`src/rtl/mem_arbiter.sv`:
```
// mem_arbiter: shares one byte-wide RAM port between instruction fetch and
// load/store, serialising each access into 1, 2 or 4 single-byte cycles.
module mem_arbiter #(
  parameter int unsigned STARVE_LIMIT = 4,
  parameter logic [31:0] IO_BASE      = 32'h0003_0000
) (
  input  logic        clk_in,
  input  logic        rst_in,
  input  logic        rdy_in,
  input  logic        rob_clear,
  input  logic [7:0]  mem_din,
  output logic [7:0]  mem_dout,
  output logic [31:0] mem_a,
  output logic        mem_wr,
  input  logic        io_buffer_full,
  input  logic        if_req,
  input  logic [31:0] if_addr,
  output logic        if_grant,
  output logic        if_valid,
  output logic [31:0] if_data,
  input  logic        ls_req,
  input  logic        ls_we,
  input  logic [31:0] ls_addr,
  input  logic [31:0] ls_wdata,
  input  logic [2:0]  ls_type,
  output logic        ls_grant,
  output logic        ls_valid,
  output logic [31:0] ls_rdata,
  output logic        busy
);

  localparam int CNT_W = (STARVE_LIMIT < 1) ? 1 : $clog2(STARVE_LIMIT + 1);
  localparam logic [CNT_W-1:0] STARVE_MAX = CNT_W'(STARVE_LIMIT);

  typedef enum logic [1:0] {ST_IDLE, ST_READ, ST_WRITE, ST_RESP} state_t;

  state_t           state_reg, state_next;
  logic [CNT_W-1:0] starve_reg, starve_next;
  logic [2:0]       idx_reg, idx_next;
  logic [31:0]      base_reg;
  logic [31:0]      wdata_reg;
  logic [2:0]       type_reg;
  logic             is_ls_reg;
  logic             we_reg;

  logic        grant_ok;
  logic        fetch_wins;
  logic        take_grant;
  logic        in_resp;
  logic        io_stall;
  logic [2:0]  nbytes;
  logic [31:0] cur_addr;
  logic [31:0] prev_addr;
  logic [7:0]  wr_byte;
  logic [31:0] data_word;
  logic [31:0] load_ext;

  // Arbitration: loads/stores win unless fetch has lost STARVE_LIMIT times in a row.
  assign grant_ok   = (state_reg == ST_IDLE) && rdy_in && !rob_clear && !rst_in;
  assign fetch_wins = if_req && (!ls_req || (starve_reg == STARVE_MAX));
  assign if_grant   = grant_ok && fetch_wins;
  assign ls_grant   = grant_ok && ls_req && !fetch_wins;
  assign take_grant = if_grant || ls_grant;

  always_comb begin
    case (type_reg[1:0])
      2'b00:   nbytes = 3'd1;
      2'b01:   nbytes = 3'd2;
      default: nbytes = 3'd4;
    endcase
  end

  assign cur_addr  = base_reg + {29'd0, idx_reg};
  assign prev_addr = cur_addr - 32'd1;
  assign io_stall  = (cur_addr >= IO_BASE) && io_buffer_full;
  assign wr_byte   = wdata_reg[{idx_reg[1:0], 3'b000} +: 8];

  always_comb begin
    state_next  = state_reg;
    starve_next = starve_reg;
    idx_next    = idx_reg;
    if (rdy_in) begin
      case (state_reg)
        ST_IDLE: begin
          if (if_grant) begin
            state_next  = ST_READ;
            idx_next    = 3'd0;
            starve_next = '0;
          end else if (ls_grant) begin
            state_next = ls_we ? ST_WRITE : ST_READ;
            idx_next   = 3'd0;
            if (if_req && (starve_reg != STARVE_MAX))
              starve_next = starve_reg + CNT_W'(1);
          end
        end
        ST_READ: begin
          if (rob_clear) begin
            state_next = ST_IDLE;
            idx_next   = 3'd0;
          end else if (idx_reg == nbytes) begin
            state_next = ST_RESP;
            idx_next   = 3'd0;
          end else begin
            idx_next = idx_reg + 3'd1;
          end
        end
        ST_WRITE: begin
          if (!io_stall) begin
            if (idx_reg == nbytes - 3'd1) begin
              state_next = ST_RESP;
              idx_next   = 3'd0;
            end else begin
              idx_next = idx_reg + 3'd1;
            end
          end
        end
        ST_RESP: state_next = ST_IDLE;
        default: state_next = ST_IDLE;
      endcase
    end
  end

  always_comb begin
    mem_a    = '0;
    mem_dout = '0;
    mem_wr   = 1'b0;
    case (state_reg)
      ST_READ: begin
        // While frozen, re-present the byte still awaiting capture so mem_din stays valid.
        if (!rdy_in)
          mem_a = (idx_reg == 3'd0) ? base_reg : prev_addr;
        else if (idx_reg != nbytes)
          mem_a = cur_addr;
      end
      ST_WRITE: begin
        mem_a    = cur_addr;
        mem_dout = wr_byte;
        mem_wr   = rdy_in && !io_stall;
      end
      default: ;
    endcase
  end

  always_ff @(posedge clk_in or posedge rst_in) begin
    if (rst_in) begin
      state_reg  <= ST_IDLE;
      starve_reg <= '0;
      idx_reg    <= '0;
      base_reg   <= '0;
      wdata_reg  <= '0;
      type_reg   <= '0;
      is_ls_reg  <= 1'b0;
      we_reg     <= 1'b0;
    end else begin
      state_reg  <= state_next;
      starve_reg <= starve_next;
      idx_reg    <= idx_next;
      if (take_grant) begin
        base_reg  <= if_grant ? if_addr : ls_addr;
        wdata_reg <= if_grant ? 32'd0 : ls_wdata;
        type_reg  <= if_grant ? 3'b010 : ls_type;
        is_ls_reg <= ls_grant;
        we_reg    <= ls_grant && ls_we;
      end
    end
  end

  // Byte lane gi captures mem_din one cycle after byte gi was addressed.
  generate
    for (genvar gi = 0; gi < 4; gi++) begin : g_lane
      logic [7:0] lane_reg;
      always_ff @(posedge clk_in or posedge rst_in) begin
        if (rst_in)
          lane_reg <= '0;
        else if (rdy_in && (state_reg == ST_READ) && (idx_reg == 3'(gi + 1)))
          lane_reg <= mem_din;
      end
      assign data_word[8*gi +: 8] = lane_reg;
    end
  endgenerate

  always_comb begin
    case (type_reg[1:0])
      2'b00:   load_ext = {{24{type_reg[2] & data_word[7]}}, data_word[7:0]};
      2'b01:   load_ext = {{16{type_reg[2] & data_word[15]}}, data_word[15:0]};
      default: load_ext = data_word;
    endcase
  end

  // A flush cancels a pending read response, but a store always acknowledges.
  assign in_resp  = (state_reg == ST_RESP);
  assign busy     = (state_reg != ST_IDLE);
  assign if_valid = in_resp && !is_ls_reg && rdy_in && !rob_clear;
  assign ls_valid = in_resp && is_ls_reg && rdy_in && (we_reg || !rob_clear);
  assign if_data  = (in_resp && !is_ls_reg) ? data_word : '0;
  assign ls_rdata = (in_resp && is_ls_reg && !we_reg) ? load_ext : '0;

endmodule

```
`config.mk`:
```
export PLATFORM = sky130hd
export DESIGN_NAME = mem_arbiter
export DESIGN_NICKNAME = d
export VERILOG_FILES = /design/src/rtl/mem_arbiter.sv
export SDC_FILE = /design/constraint.sdc
export NUM_CORES = 1
export LEC_CHECK = 0
export ABC_AREA = 1
export ABC_CLOCK_PERIOD_IN_PS = 4000
export CAP_MARGIN = 20
export CORE_MARGIN = 2
export CORE_UTILIZATION = 50
export CTS_BUF_LIST = sky130_fd_sc_hd__clkbuf_2
export DETAILED_ROUTE_END_ITERATION = 10
export DONT_BUFFER_PORTS = 1
export PLACE_DENSITY_LB_ADDON = 0.05
export SYNTH_ARGS = -nofsm -noshare
export SYNTH_HDL_FRONTEND = slang
export SYNTH_SLANG_ARGS = --single-unit
```
`constraint.sdc`:
```
create_clock -name clk_in -period 4 [get_ports clk_in]
set_clock_uncertainty 0.05 [all_clocks]
set_input_delay 0.2 -clock clk_in [delete_from_list [all_inputs] [get_ports clk_in]]
set_output_delay 0.2 -clock clk_in [all_outputs]
set_load 0.01 [all_outputs]
```
==> run metrics <==
outcome=completed; Hold Fails Final Rpt=0; number of global-route vias before repair=8885; CP Launch Type=flip-flop; Die Span X=136 um; number of antenna violations at the first check in global routing=2; Via-to-Cell Ratio=5.57; clk buf depth=2; Worst path max stage delay=0.50 ns; clock buffer count from CTS=9; Final #Nets=1632; CP Capture Type=output port; total number of vias=9640; worst setup margin=0.208 ns; GRT Util Overall=32.6%; dominant cell type by area after synthesis=dfrtp_1; Worst VDD drop=0.357 mV; data arrival time of the critical path=3.54 ns; relative slew slack=28.2%; port bufs=0; Die ar.=18400 um^2; delay-heaviest family, CP=simple AND/OR/NAND/NOR gates; Root Driver=clkbuf_2; number of flops mapped to enable cells by yosys=0; HPWL Detailed=21.8 mm; Antenna Nets Post-Route=0; crit share post-route=94.8%; CTS tree=built; Die Span Y=136 um; # setup viols final=0; # rows=48; max-cap viol count=0; Placed Cells=1569; core area=17100 um^2; Main synth FF type=dfrtp_1; Worst Hold Class=in -> reg; count leader, synth=nand2_1; Leak=0.00492 uW; Total Wirelength=30.4 mm; CP Max Fanout=5; critical path class=reg -> out; Initial DRC Count=636; register area share after synthesis=31.5%; actual slew at the worst max-slew pin=1.08 ns; most frequent CP cell=nand2_1; reg2reg setup slack=0.49 ns; share of layout cells above drive strength 1=9.39%; Initial Utilization=50.6%; Initial DRT Pass Iterations=5; I/O pin cnt=225; Layout Cells excl Fill=1730; Unique masters post-synth=44; Async SR Flop Fraction=100%; flops & latches, synth=109; Setup WS pre-CTS=0.695 ns; first-pass GRT wire length=46.9 mm; WL/cell=17.6 um; minimum clock period=3.79 ns; DRC violations left=0; Synth Net Count=1494; H-tree levels=3; cell count after synthesis=1359; Tot Pwr=7680 uW; clk sink count=109; GRT overflow=0; WP buf/inv=4; Slew Viols, Final=0; Reg clk slew, reported paths=0.34 ns; Mapped Area=8670 um^2; CP cell instances=buf_4, fa_2, inv_1, ha_1, nand2_1, nor2_2, nand3_2, nor2_2, nand2_2, inv_1, nand3_1, nand2_1, nand3_1, nand2_1, nand2_1, a21oi_1, buf_4; Fmax achieved=0.264 GHz; yosys synthesis warning count=0; clk_lat worst skew=0.61 ns; Area Overhead vs Synth=22.7%; largest cells by area after synthesis=dfrtp_1 31%, nand2_1 15%, o21ai_0 11%; P per Cell Area=722 nW/um^2; share of the synthesized area in the top cell type=31.5%; synth cell count leaders=338 x nand2_1, 182 x o21ai_0, 174 x inv_1; Req. time, crit path=3.75 ns; Synth Area per Inst=6.38 um^2; largest net degree at the start of global routing=85; GP Congestion=0.968; slowest CP cell=fa_2
==> layout make-up <==
cell class                 instances  area (um^2)
clock inverter                     6         56.3
antenna                            3         7.51
tap                              225          282
timing repair buffer             183         1730
sequential                       109         2730
clock buffer                      10         50.0
inverter                         180          682
multi-input combinational       1014         5100
fill                            1673         6480
==> routing by layer <==
| layer | wire (um) | GRT usage, % | vias up |
|---|---|---|---|
| met1 | 12900 | 43.1 | 4516 |
| li1 | - | - | 4682 |
| met3 | 1960 | 4.90 | 56 |
| met5 | 0 | 0 | - |
| met4 | 802 | 10.1 | 0 |
| met2 | 14700 | 55.2 | 386 |
==> tightest hold or removal path, stage by stage <==
cell,delay (ns)
nand3_1,0.12
inv_1,0.10
nor2_1,0.06
buf_4,0.20
nand2_1,0.07
nand2_1,0.04
==> power by group <==
part / switching [uW] / internal (uW) / total (uW)
registers: 413 / 1590 / 2000
clock network: 398 / 98.3 / 497
logic: 3310 / 1870 / 5180
total: 4120 / 3560 / 7680
==> through the flow <==
step / util, % / cell area (um^2) / setup TNS (ns) / hold slack (ns)
after detailed placement: 52.8 / 9030 / 0 / 0.272
after floorplan: - / 8670 / 0 / 0.267
final: 62.1 / 10600 / 0 / 0.128
after global placement: 52.8 / 9030 / 0 / 0.269
after global routing: 62.1 / 10600 / -0.0153 / 0.105
after CTS: 61.3 / 10500 / 0 / 0.0946
==> cell families (layout without fill, tap and decap cells) <==
family                     Yosys count  after routing  synth area share [%]
adders and majority gates           20             20                  2.97
other                                0              3                     0
and+or+nand+nor                    647            647                  33.0
DFF                                109            109                  31.5
xor gates and xnor gates            14             14                  1.50
buffers and inverters              236            379                  10.4
AOI/OAI and AO/OA                  333            333                  20.7
==> cells in the final DEF, fill, tap and decap left out, types with 3 or more instances in the layout <==
cell type,Yosys,routed
o21ai_0,182,181
nor3_1,10,10
nand2_2,15,18
xor2_1,11,11
nand2_1,338,335
o22ai_1,33,33
nor2_4,12,14
a21oi_2,5,5
a21oi_1,87,87
nand3_1,74,71
inv_2,4,4
nand3_2,5,8
nor2_1,155,155
diode_2,0,3
a22o_1,10,10
ha_2,0,3
inv_1,174,173
clkbuf_2,0,11
dfrtp_1,109,109
clkinv_4,0,3
dlygate4sd3_1,0,136
buf_4,0,45
nand4_1,10,10
nor2_2,12,10
ha_1,19,16
o21ai_1,5,6
nand2_4,4,4
==> path summary, 6_finish.rpt <==
path / start / to / cells past startpoint
setup / recovery: base_reg[1] / mem_a[28] / 17
hold / removal: ls_req / wdata_reg[25] / 6
setup reg to reg: state_reg[1] / base_reg[3] / 13
hold reg to reg: wdata_reg[24] / wdata_reg[24] / 2
max in group asynchronous: rst_in / g_lane[1].lane_reg[7] / 5
min in group asynchronous: rst_in / base_reg[15] / 3
==> timing repair <==
item | in CTS | in global routing
resized for setup | 1 | 15
setup endpoints to repair | 1 | 26
buffers inserted | 0 | 4
hold endpoints to repair | 191 | 8
hold buffers | 135 | 1
pin swaps | 0 | 1
No activity file was read; power rests on OpenSTA's default activity.
